<file path="src/rtl/game_sprite_motion_pkg.sv">
// Shared game configuration: screen geometry, coordinate widths and sprite size defaults.
package game_sprite_motion_pkg;
  localparam int CFG_SCREEN_WIDTH  = 640;
  localparam int CFG_SCREEN_HEIGHT = 480;
  localparam int CFG_X_WIDTH       = 10;
  localparam int CFG_Y_WIDTH       = 10;
  localparam int CFG_DXY_WIDTH     = 4;
  localparam int CFG_SPRITE_WIDTH  = 8;
  localparam int CFG_SPRITE_HEIGHT = 8;
  localparam int CFG_STROBE_PERIOD = 1000000;
endpackage

</file>
<file path="src/rtl/game_strobe_gen.sv">
// Motion step divider: counts 0..PERIOD-1 while enabled, strobe in the last count.
// Strobe is combinational from the counter; clear or disable restarts at 0.
module game_strobe_gen #(
  parameter int PERIOD = 4
) (
  input  logic clk,
  input  logic reset,
  input  logic enable,
  input  logic clear,
  output logic strobe
);
  localparam int CW = (PERIOD > 2) ? $clog2(PERIOD) : 1;
  localparam logic [CW-1:0] LAST = CW'(PERIOD - 1);

  logic [CW-1:0] count;

  assign strobe = enable && (count == LAST);

  always_ff @(posedge clk or posedge reset) begin
    if (reset) begin
      count <= '0;
    end else if (!enable || clear || strobe) begin
      count <= '0;
    end else begin
      count <= count + CW'(1);
    end
  end
endmodule

</file>
<file path="src/rtl/game_sprite_motion.sv">
// Per-sprite position/velocity registers stepped by a strobe divider, with on-screen
// flag (combinational) and raster hit flag (1-cycle registered).
module game_sprite_motion
  import game_sprite_motion_pkg::*;
#(
  parameter int SCREEN_WIDTH  = CFG_SCREEN_WIDTH,
  parameter int SCREEN_HEIGHT = CFG_SCREEN_HEIGHT,
  parameter int X_WIDTH       = CFG_X_WIDTH,
  parameter int Y_WIDTH       = CFG_Y_WIDTH,
  parameter int DXY_WIDTH     = CFG_DXY_WIDTH,
  parameter int SPRITE_WIDTH  = CFG_SPRITE_WIDTH,
  parameter int SPRITE_HEIGHT = CFG_SPRITE_HEIGHT,
  parameter int STROBE_PERIOD = CFG_STROBE_PERIOD
) (
  input  logic                 clk,
  input  logic                 reset,
  input  logic                 sprite_write_xy,
  input  logic [X_WIDTH-1:0]   sprite_write_x,
  input  logic [Y_WIDTH-1:0]   sprite_write_y,
  input  logic                 sprite_write_dxy,
  input  logic [DXY_WIDTH-1:0] sprite_write_dx,
  input  logic [DXY_WIDTH-1:0] sprite_write_dy,
  input  logic                 sprite_enable_update,
  input  logic                 display_on,
  input  logic [X_WIDTH-1:0]   pixel_x,
  input  logic [Y_WIDTH-1:0]   pixel_y,
  output logic                 sprite_within_screen,
  output logic                 sprite_rgb_en
);
  // Two guard bits give room to run off either edge without wrapping.
  localparam int XW = X_WIDTH + 2;
  localparam int YW = Y_WIDTH + 2;

  localparam logic signed [XW-1:0] X_LO  = XW'(-SPRITE_WIDTH);
  localparam logic signed [XW-1:0] X_HI  = XW'(SCREEN_WIDTH);
  localparam logic signed [YW-1:0] Y_LO  = YW'(-SPRITE_HEIGHT);
  localparam logic signed [YW-1:0] Y_HI  = YW'(SCREEN_HEIGHT);
  localparam logic signed [XW-1:0] X_BOX = XW'(SPRITE_WIDTH);
  localparam logic signed [YW-1:0] Y_BOX = YW'(SPRITE_HEIGHT);

  logic signed [XW-1:0]        x;
  logic signed [YW-1:0]        y;
  logic signed [DXY_WIDTH-1:0] dx;
  logic signed [DXY_WIDTH-1:0] dy;
  logic                        step;

  logic signed [XW-1:0] dx_ext, x_end, px;
  logic signed [YW-1:0] dy_ext, y_end, py;
  logic                 hit;

  game_strobe_gen #(
    .PERIOD (STROBE_PERIOD)
  ) u_strobe (
    .clk    (clk),
    .reset  (reset),
    .enable (sprite_enable_update),
    .clear  (sprite_write_xy),
    .strobe (step)
  );

  assign dx_ext = XW'(dx);
  assign dy_ext = YW'(dy);

  always_ff @(posedge clk or posedge reset) begin
    if (reset) begin
      x <= '0;
      y <= '0;
    end else if (sprite_write_xy) begin
      x <= signed'(XW'(sprite_write_x));
      y <= signed'(YW'(sprite_write_y));
    end else if (step) begin
      x <= x + dx_ext;
      y <= y + dy_ext;
    end
  end

  always_ff @(posedge clk or posedge reset) begin
    if (reset) begin
      dx <= '0;
      dy <= '0;
    end else if (sprite_write_dxy) begin
      dx <= signed'(sprite_write_dx);
      dy <= signed'(sprite_write_dy);
    end
  end

  assign sprite_within_screen = (x > X_LO) && (x < X_HI) && (y > Y_LO) && (y < Y_HI);

  assign px    = signed'(XW'(pixel_x));
  assign py    = signed'(YW'(pixel_y));
  assign x_end = x + X_BOX;
  assign y_end = y + Y_BOX;
  assign hit   = display_on && (px >= x) && (px < x_end) && (py >= y) && (py < y_end);

  always_ff @(posedge clk or posedge reset) begin
    if (reset) begin
      sprite_rgb_en <= 1'b0;
    end else begin
      sprite_rgb_en <= hit;
    end
  end
endmodule

</file>
<file path="config.mk">
export PLATFORM = sky130hd
export DESIGN_NAME = game_sprite_motion
export DESIGN_NICKNAME = d
export VERILOG_FILES = /design/src/rtl/game_sprite_motion_pkg.sv /design/src/rtl/game_strobe_gen.sv /design/src/rtl/game_sprite_motion.sv
export SDC_FILE = /design/constraint.sdc
export NUM_CORES = 1
export LEC_CHECK = 0
export BUFFER_PORTS_ARGS = -buffer_cell sky130_fd_sc_hd__buf_2
export CAP_MARGIN = 30
export CELL_PAD_IN_SITES_DETAIL_PLACEMENT = 1
export CELL_PAD_IN_SITES_GLOBAL_PLACEMENT = 1
export CORE_MARGIN = 4
export CORE_UTILIZATION = 45
export DETAILED_ROUTE_END_ITERATION = 8
export PLACE_DENSITY = 0.84
export SLEW_MARGIN = 10
export SYNTH_ARGS = -nofsm -noshare
export SYNTH_HDL_FRONTEND = slang
export SYNTH_HIERARCHICAL = 1
export SYNTH_SLANG_ARGS = --single-unit
export TNS_END_PERCENT = 30
</file>
<file path="constraint.sdc">
create_clock -name clk -period 3.2 [get_ports clk]
set_clock_uncertainty 0.15 [all_clocks]
set_input_delay 0.64 -clock clk [delete_from_list [all_inputs] [get_ports clk]]
set_output_delay 0.64 -clock clk [all_outputs]
set_load 0.1 [all_outputs]
</file>
==> results_tabular.tex <==
\begin{tabular}{lr}
\hline
Metric & Value \\
\hline
\multicolumn{2}{l}{\textbf{Detailed routing}} \\
Average via count per standard cell & 5.662 \\
Detail Route Antenna Nets & 0 \\
Drt total wl & 11810 um \\
Wire per inst & 17.26 um \\
Vias after detailed routing & 3873 \\
Count of unresolved DRC violations after routing & 0 \\
Detailed-routing iteration count for the pre-antenna-repair pass & 4 \\
Number of DRC markers after the initial detailed-route iteration & 91 \\
\multicolumn{2}{l}{\textbf{Final layout}} \\
Number of nets in the final layout & 669 \\
Count of antenna diodes in the layout & 0 \\
Final non-filler cell area & 4989 sq um \\
Fillers & 1143 \\
Most frequent standard cell in the layout excluding fill and tap cells & ha\_1 \\
Final cell count without fillers & 684 \\
Fraction of final layout cells sized beyond drive strength 1 & 0.1532 \\
Commonest cells after routing, fill and taps aside & ha\_1 (59), buf\_2 (54), dfrtp\_1 (53), nor2\_1 (44) \\
Area growth from synthesis to layout & 12.69\% \\
\multicolumn{2}{l}{\textbf{Place}} \\
Pre-CTS WS & 525.5 ps \\
Total half-perimeter wirelength after legalization and detailed placement & 9331 um \\
Cell area after placement & 4852 sq um \\
Routability congestion estimate from global placement & 0.8153 \\
Placed cell count & 676 \\
Number of I/O port buffers & 55 \\
\multicolumn{2}{l}{\textbf{CTS}} \\
Max Root-Sink Buffers & 2 \\
Resized Gates After CTS & 0 \\
CTS Hold Bufs & 0 \\
CTS sink cnt & 53 \\
Number of setup buffers added after CTS & 0 \\
TritonCTS clock tree & built \\
Root buffer cell & clkbuf\_8 \\
Number of H-tree levels & 2 \\
CTS buffer count & 5 \\
Clock Pin Slew Worst Setup and Hold Paths & 100 ps \\
Clock Latency Late Sink & 310 ps \\
\multicolumn{2}{l}{\textbf{Synthesis}} \\
Count of flip-flops with a built-in enable after synthesis & 0 \\
Syn nets & 613 \\
Share of the synthesized area in the top cell type & 0.2996 \\
FF+latch count, synth & 53 \\
Synth Warn \# & 6 \\
Top area cells in the synthesized netlist & dfrtp\_1 (30\%), ha\_1 (17\%), xnor2\_1 (5.5\%) \\
Dominant register cell in the synthesized netlist & dfrtp\_1 \\
Asr flop ratio synth & 1.000 \\
Cells after Synth & 498 \\
Area of the mapped netlist & 4427 sq um \\
Sequential element share of the synthesized area & 0.2996 \\
Count of distinct cell types in the synthesized netlist & 54 \\
Mean cell area of the mapped netlist & 8.889 sq um \\
Top cell type by total area after synthesis & dfrtp\_1 \\
\multicolumn{2}{l}{\textbf{Timing}} \\
Post-route minimum period & 2939 ps \\
Finish-stage setup viols & 0 \\
Worst rel slew slack & 0.4436 \\
Final critical-path setup slack & 260.6 ps \\
Setup TNS Final & 0 ps \\
F\_max & 0.3402 GHz \\
Transition time at the pin with the least slew margin & 832.7 ps \\
Unrepaired setup endpoints after global routing & false \\
Final period utilization & 0.9186 \\
Fin. max-slew vios & 0 \\
Final count of hold timing violations & 0 \\
\multicolumn{2}{l}{\textbf{Global routing}} \\
Total overflow reported by the global router & 0 \\
Number of global-route vias before repair & 4098 \\
Antenna violations before repair & 0 \\
First-pass GRT wire length & 19980 um \\
Total Routing Usage GR & 0.2144 \\
Largest net degree at the start of global routing & 36 \\
\multicolumn{2}{l}{\textbf{Die}} \\
Number of placement rows & 35 \\
Initial cell density of the core & 0.4702 \\
Die Outline Area & 11490 sq um \\
Width of the die & 107.2 um \\
Die span in y & 107.2 um \\
Top Ports & 56 \\
Core ar. & 9415 sq um \\
\multicolumn{2}{l}{\textbf{Status}} \\
Result of the run & finished clean \\
\multicolumn{2}{l}{\textbf{Worst setup path}} \\
Reg-to-reg slack, setup & 560 ps \\
Endpoint of the most critical register-to-register path & x[10] \\
Top fanout value on the critical path & 5 \\
Critical path data required time & 2410 ps \\
Worst Setup Path Type & reg2out \\
Endpoint type of the worst setup path & primary output \\
R2R Path Start & x[0] \\
WP data arrival & 2150 ps \\
Critical path startpoint category & flop \\
Length in cells of the worst reg-to-reg path & 11 \\
\multicolumn{2}{l}{\textbf{Pwr}} \\
Power per cell area & 385.9 nW/um\^{}2 \\
Maximum resistive drop on vdd & 0.1945 mV \\
Total power consumption of the routed design & 1.925 mW \\
Static leakage & 2.273 nW \\
\multicolumn{2}{l}{\textbf{Flow run}} \\
Number of max-cap violations & 0 \\
\multicolumn{2}{l}{\textbf{Worst hold path}} \\
Hold crit path type & in2async \\
\hline
\end{tabular}
power by group:
| group | leakage, nW | switching [mW] | internal (mW) |
|---|---|---|---|
| combinational | 1.52 | 0.355 | 0.273 |
| clock | 0.0681 | 0.234 | 0.311 |
| sequential | 0.684 | 0.0491 | 0.703 |
| total | 2.27 | 0.638 | 1.29 |
flip-flops by register name (all words and copies together) (netlist names):
name and count:
y 12, u_strobe/count 20, dy 4, sprite_rgb_en 1
dx 4, x 12
metal layers:
metal	vias to the layer above	track usage	share of wire
li1	1906	-	-
met1	1903	0.2874	0.48
met2	51	0.3691	0.49
met3	13	0.02830	0.021
met4	0	0.04566	0.014
met5	-	0	0
through the flow:
step / util / hold WS [ps]
after global routing: 0.5298 / 303.7
after detailed placement: 0.5153 / 322.6
after CTS: 0.5296 / 290.5
final: 0.5298 / 279.3
after global placement: 0.5153 / 305.3
after floorplan: - / 285.5
how the worst max path moves through the flow:
| stage | start | to | slack, ps | cells past startpoint |
|---|---|---|---|---|
| 2_1_floorplan | x[3] | sprite_within_screen | 60 | 6 |
| 3_3_place_gp | x[3] | sprite_within_screen | 580 | 7 |
| 3_5_place_dp | x[3] | sprite_within_screen | 530 | 7 |
| 4_1_cts | x[3] | sprite_within_screen | 170 | 7 |
| 5_1_grt | x[3] | sprite_within_screen | 50 | 7 |
| 6_report | x[3] | sprite_within_screen | 260 | 7 |
cell families after synthesis:
logic type / share of synthesized area
muxes: 0.04946
buffers and inverters: 0.04353
AOI/OAI and AO/OA: 0.1702
DFF: 0.2996
and+or+nand+nor: 0.1744
xor gates and xnor gates: 0.08705
adders and majority gates: 0.1758
worst max-delay path, stage by stage (launching register included):
cell and delay, ps:
dfrtp_1 430, inv_1 80, nor3_1 370, nand2_1 150, nor2_1 190, a22oi_1 120
nor2_1 140, clkbuf_4 350
area by class of cell:
| cell class | count | area [sq um] | area share |
|---|---|---|---|
| Inverter | 39 | 146.4 | 0.02935 |
| Clock inverter | 3 | 65.06 | 0.01304 |
| Tap cell | 129 | 161.4 | 0.03236 |
| Timing Repair Buffer | 59 | 307.8 | 0.06170 |
| Clock buffer | 5 | 68.82 | 0.01379 |
| Multi-Input combinational cell | 396 | 2913 | 0.5839 |
| Sequential cell | 53 | 1326 | 0.2659 |
Yosys cell counts (all sizes together), types with 7 or more instances:
cell	n
ha	59
dfrtp	53
nor2	44
o21ai	40
inv	39
nand2	35
a21oi	28
xnor2	28
nand3	16
nor3	16
xor2	16
mux2i	14
a211oi	11
a21o	10
clkbuf	8
mux2	7
nor2b	7
(Power assumes the default switching activity.)
